### config.mk
export PLATFORM = sky130hd
export DESIGN_NAME = fifo_rd_fwft_flat
export DESIGN_NICKNAME = d
export VERILOG_FILES = /design/src/rtl/fifo_rd_fwft_if.sv /design/src/rtl/fifo_rd_fwft.sv /design/src/flat_wrapper.sv
export SDC_FILE = /design/constraint.sdc
export NUM_CORES = 1
export LEC_CHECK = 0
export CORE_MARGIN = 5
export CORE_UTILIZATION = 30
export CTS_BUF_LIST = sky130_fd_sc_hd__clkbuf_4 sky130_fd_sc_hd__clkbuf_8
export CTS_CLUSTER_SIZE = 12
export DETAILED_ROUTE_END_ITERATION = 7
export PLACE_DENSITY_LB_ADDON = 0.25
export REMOVE_ABC_BUFFERS = 1
export SYNTH_ARGS = -nofsm -noshare
export SYNTH_HDL_FRONTEND = slang
export SYNTH_SLANG_ARGS = --single-unit
### constraint.sdc
create_clock -name r_clk -period 2.3 [get_ports r_clk]
set_clock_uncertainty 0.2 [all_clocks]
set_input_delay 0.46 -clock r_clk [delete_from_list [all_inputs] [get_ports r_clk]]
set_output_delay 0.46 -clock r_clk [all_outputs]
set_load 0.02 [all_outputs]
### src/rtl/fifo_rd_fwft_if.sv
// FIFO read-port and FWFT stream signals of the read-side adapter.
interface fifo_rd_fwft_if #(
  parameter int DATA_WIDTH = 32
);
  // FIFO read port
  logic                  r_empty;
  logic [DATA_WIDTH-1:0] r_data;
  logic                  r_pop;
  // FWFT output stream
  logic                  o_valid;
  logic [DATA_WIDTH-1:0] o_data;
  logic                  o_ready;
  logic [1:0]            o_level;

  // Adapter side
  modport slave (
    input  r_empty, r_data, o_ready,
    output r_pop, o_valid, o_data, o_level
  );

  // FIFO + stream consumer side
  modport master (
    output r_empty, r_data, o_ready,
    input  r_pop, o_valid, o_data, o_level
  );
endinterface

### src/rtl/fifo_rd_fwft.sv
// First-word-fall-through adapter for a pop/empty FIFO read port.
// A 2-entry registered queue (head/tail) absorbs the one-cycle read
// latency so the stream runs at 1 word/cycle under continuous ready.
module fifo_rd_fwft #(
  parameter int DATA_WIDTH = 32
) (
  input  logic           r_clk,
  input  logic           rst,
  fifo_rd_fwft_if.slave  bus
);

  logic [DATA_WIDTH-1:0] r_head;
  logic [DATA_WIDTH-1:0] r_tail;
  logic [1:0]            r_count;
  logic                  r_valid;
  logic                  r_in_flight;

  logic                  w_deq;
  logic                  w_arrive;
  logic                  w_pop;
  logic [2:0]            w_room;
  logic [2:0]            w_cnt_nxt;

  // Occupancy math in 3 bits so count + in_flight - deq never wraps.
  always_comb begin
    w_deq     = r_valid && bus.o_ready;
    w_arrive  = r_in_flight;
    w_room    = {1'b0, r_count} + {2'b00, r_in_flight} - {2'b00, w_deq};
    w_cnt_nxt = {1'b0, r_count} + {2'b00, w_arrive} - {2'b00, w_deq};
    w_pop     = !rst && !bus.r_empty && (w_room < 3'd2);
  end

  assign bus.r_pop   = w_pop;
  assign bus.o_valid = r_valid;
  assign bus.o_data  = r_head;
  assign bus.o_level = r_count;

  // Queue update; a pop always has a slot waiting when its data returns.
  always_ff @(posedge r_clk) begin
    if (rst) begin
      r_head      <= '0;
      r_tail      <= '0;
      r_count     <= 2'd0;
      r_valid     <= 1'b0;
      r_in_flight <= 1'b0;
    end else begin
      r_in_flight <= w_pop;
      r_count     <= w_cnt_nxt[1:0];
      r_valid     <= (w_cnt_nxt != 3'd0);
      case ({w_deq, w_arrive})
        2'b10: r_head <= r_tail;
        2'b01: begin
          if (r_count == 2'd0) r_head <= bus.r_data;
          else                 r_tail <= bus.r_data;
        end
        2'b11: begin
          if (r_count == 2'd1) begin
            r_head <= bus.r_data;
          end else begin
            r_head <= r_tail;
            r_tail <= bus.r_data;
          end
        end
        default: ;
      endcase
    end
  end

endmodule

### src/flat_wrapper.sv
// flat-port wrapper written by rule: the top's interface ports become plain ports
module fifo_rd_fwft_flat 
#(
  parameter int DATA_WIDTH = 32
)
  (r_clk, rst, bus_r_empty, bus_r_data, bus_o_ready, bus_r_pop, bus_o_valid, bus_o_data, bus_o_level);
  fifo_rd_fwft_if #(.DATA_WIDTH(DATA_WIDTH)) bus_i ();
  input  logic r_clk;
  input  logic rst;
  input wire logic [$bits(bus_i.r_empty)-1:0] bus_r_empty;
  input wire logic [$bits(bus_i.r_data)-1:0] bus_r_data;
  input wire logic [$bits(bus_i.o_ready)-1:0] bus_o_ready;
  output wire logic [$bits(bus_i.r_pop)-1:0] bus_r_pop;
  output wire logic [$bits(bus_i.o_valid)-1:0] bus_o_valid;
  output wire logic [$bits(bus_i.o_data)-1:0] bus_o_data;
  output wire logic [$bits(bus_i.o_level)-1:0] bus_o_level;
  assign bus_i.r_empty = bus_r_empty;
  assign bus_i.r_data = bus_r_data;
  assign bus_i.o_ready = bus_o_ready;
  assign bus_r_pop = bus_i.r_pop;
  assign bus_o_valid = bus_i.o_valid;
  assign bus_o_data = bus_i.o_data;
  assign bus_o_level = bus_i.o_level;
  fifo_rd_fwft #(.DATA_WIDTH(DATA_WIDTH)) u_core (.r_clk(r_clk), .rst(rst), .bus(bus_i));
endmodule
==> results.md <==
* Status: finished with violations
* Violated checks: setup timing
* Row count at 34
* Core area at 8760 µm²
* Number of global-route vias before repair at 2400
* Seq/Total Area, Yosys at 50.3%
* Synth Area in XOR/XNOR at 0.324%
* Clk_lat worst skew at 0.33 ns
* Max-cap viol count at 0
* Worst setup SP type: flop
* Mux share of post-synthesis cell area at 0%
* Adder-cell share of the synthesized area at 1.20%
* Final HPWL DP at 4410 µm
* DRT antenna net count at 0
* DR vias at 2528
* Routability cong. at 0.708
* Routed WL per cell at 12.5 µm
* Layout area overhead at 43.6%
* Largest net degree at the start of global routing at 69
* DRC at 0
* Post-Route WL at 6610 µm
* Worst-path maximum fanout at 3
* Crit path buf inv count at 1
* Hold endpoint: u_core.r_tail[15]$_SDFFE_PP0P_
* Hold Crit Class: reg2reg
* Initial antenna violation count at 0
* Critical-path top delay cell: fa_2
* Worst r2r dst: u_core.bus.o_valid$_SDFF_PP0_
* Reg2reg start: u_core.bus.o_valid$_SDFF_PP0_
* Total die area at 11000 µm²
* Slew Limit Fails at 0
* Flops & latches, synth at 68
* Max_slew headroom at 53.5%
* Hold Crit Start: u_core.r_tail[15]$_SDFFE_PP0P_
* Req. time, crit path at 1.64 ns
* Fin. Hold Viols at 0
* Fmax achieved at 367 MHz
* Storage cell area at 1360 µm²
* Synth unique cells at 23
* CP delay by family, top: simple AND/OR/NAND/NOR gates
* FF-to-FF setup slack at 0.27 ns
* Synth Warn # at 0
* Sink Count at 68
* Area occupied by multi-input gates at 1270 µm²
* DR pass1 iterations at 5
* Diode count at 0
* Initial Util at 30.9%
* Drt via density at 4.80
* Port Buf Inserts at 71
* CP arrival at 2.07 ns
* Setup WS pre-CTS at -1.22 ns
* Leakage at 1.31 nW
* Final Cell Area at 3880 µm²
* I/O pins at 72
* Root Driver: clkbuf_8
* Top cell type by total area after synthesis: dfxtp_1
* Clock Tree Buf Depth at 2
* Peak VDD IR at 0.763 mV
* Worst R2R Path Depth at 8
* Post-Place Cell Area at 3640 µm²
* Worst Setup End Kind: primary output
* Crit-path max cell delay at 0.44 ns
* CTS buffer count at 9
* Worst-path clk slew at 0.07 ns
* Period minus WS final at 2.73 ns
* Setup CP Type: reg2out
* Slew at the pin closest to its max-slew limit at 0.698 ns
* Ranking of synthesized cells by area: dfxtp_1 (50%), nand2_1 (18%), a311oi_1 (10%), a21oi_1 (5.9%), nor2_1 (4.6%)
* Largest family of logic cells by synthesized area: simple AND/OR/NAND/NOR gates
* Final Net Count at 454
* Hold-critical path depth at 2
* Die extent in y at 105 µm
* Fillers at 905
* Unrepaired setup endpoints after global routing: yes
* CTS tree: yes
* Synthesized cell area at 2710 µm²
* Final clock period utilization by the worst path at 119%
* GR Overflow Total at 0
* Compound-Gate Fraction of Synth Area at 18.6%
* Synth top area share at 50.3%
* Die Width at 105 µm
* Final worst slack at -0.426 ns
* Power Density at 1370 nW/µm²
* Final setup viols at 1
* GR Util All Layers at 12.2%
* CP Cell Sequence: nand2_2 -> or2_4 -> nand2_4 -> ha_4 -> fa_2 -> nor4_2 -> buf_4
* Leading cell type in the layout, fill and taps excluded: nand2_1
* Mapped Cells at 341
* Most frequent cells in the layout: nand2_1 (129), clkdlybuf4s50_1 (68), dfxtp_1 (67)
* Share of post-route cells with drive strength above 1 at 11.2%
* Synth Area in Simple Gates at 24.8%
* Syn_area_per_cell at 7.93 µm²
* H-tree levels at 3
* First-pass GRT wire length at 11200 µm
* DR iter-0 viols at 97
## through the flow
step / std cells / setup TNS [ns] / power, mW / hold slack, ns / util (%)
global route: 527 / -0.504 / 5.71 / 0.269 / 44.3
detailed placement: 511 / -2.33 / 4.31 / 0.247 / 41.5
finish: 527 / -0.426 / 5.31 / 0.255 / 44.3
floorplan: 315 / -0.725 / 3.05 / 0.231 / -
global placement: 511 / -2.11 / 4.26 / 0.242 / 41.5
CTS: 526 / -0.480 / 5.34 / 0.256 / 44.0
## registers in the layout, summed over array words and instances (netlist names)
signal / count
u_core.r_in_flight: 1
u_core.bus.o_level: 2
u_core.bus.o_data: 32
u_core.r_tail: 32
u_core.bus.o_valid: 1
## worst max-delay path by stage
| stage | from | end | slack (ns) | cells past startpoint |
|---|---|---|---|---|
| 2_1_floorplan | u_core.bus.o_valid$_SDFF_PP0_ | bus_r_pop | -0.72 | 6 |
| 3_3_place_gp | bus_o_ready | bus_r_pop | -1.19 | 8 |
| 3_5_place_dp | bus_o_ready | bus_r_pop | -1.22 | 8 |
| 4_1_cts | u_core.bus.o_valid$_SDFF_PP0_ | bus_r_pop | -0.48 | 7 |
| 5_1_grt | u_core.bus.o_valid$_SDFF_PP0_ | bus_r_pop | -0.50 | 7 |
| 6_report | u_core.bus.o_valid$_SDFF_PP0_ | bus_r_pop | -0.43 | 7 |
## synthesized netlist by cell type, drive strengths merged
cell type  number
nand2         131
dfxtp          68
nor2           33
a21oi          32
a311oi         32
buf            15
clkbuf         11
nor2b           3
nand2b          2
nor4            2
o21ai           2
a211o           1
fa              1
ha              1
inv             1
nor3            1
o211a           1
o211ai          1
o21a            1
or2             1
xnor2           1
## kinds of logic (layout without fill, tap and decap cells)
kind of cell | after synthesis | count (layout)
xor gates and xnor gates | 1 | 1
buffers and inverters | 27 | 105
DFF | 68 | 68
adders and majority gates | 2 | 2
and+or+nand+nor | 173 | 173
AOI/OAI and AO/OA | 70 | 70
## worst register-to-register path: stages (launching register included)
cell     delay (ns)
dfxtp_2        0.34
nand2_2        0.06
or2_4          0.26
nand2_4        0.07
ha_4           0.12
fa_2           0.44
buf_4          0.16
nor3_1         0.18
nor2_1         0.05
## repair_timing
action,4_1_cts,5_1_grt
hold buffers,0,0
setup buffers,1,1
pin swaps,3,5
setup endpoints to repair,2,1
resized for setup,13,6
## where the power goes
| group | internal, mW | leakage (nW) | total (mW) | switching, mW |
|---|---|---|---|---|
| Sequential | 1.54 | 0.555 | 1.71 | 0.174 |
| Clock | 0.559 | 0.102 | 0.976 | 0.417 |
| Combinational | 1.22 | 0.651 | 2.62 | 1.41 |
## routing by layer
metal  vias to the layer above  share of wire (%)  wire length, µm  global-route usage (%)
met5                         -                  0                0                       0
met4                         0                1.7              112                    5.30
met3                        10                5.8              385                    3.45
met2                        66                 46             3020                    19.6
met1                      1156                 47             3090                    15.4
li1                       1296                  -                -                       -
## layout make-up
class	instances	area share [%]
Multi-Input combinational cell	246	32.8
Clock inverter	2	0.902
Inverter	1	0.0966
Timing Repair Buffer	90	23.6
Tap cell	108	3.48
Clock buffer	12	4.09
Sequential cell	68	35.1
No activity file was read; power rests on OpenSTA's default activity.
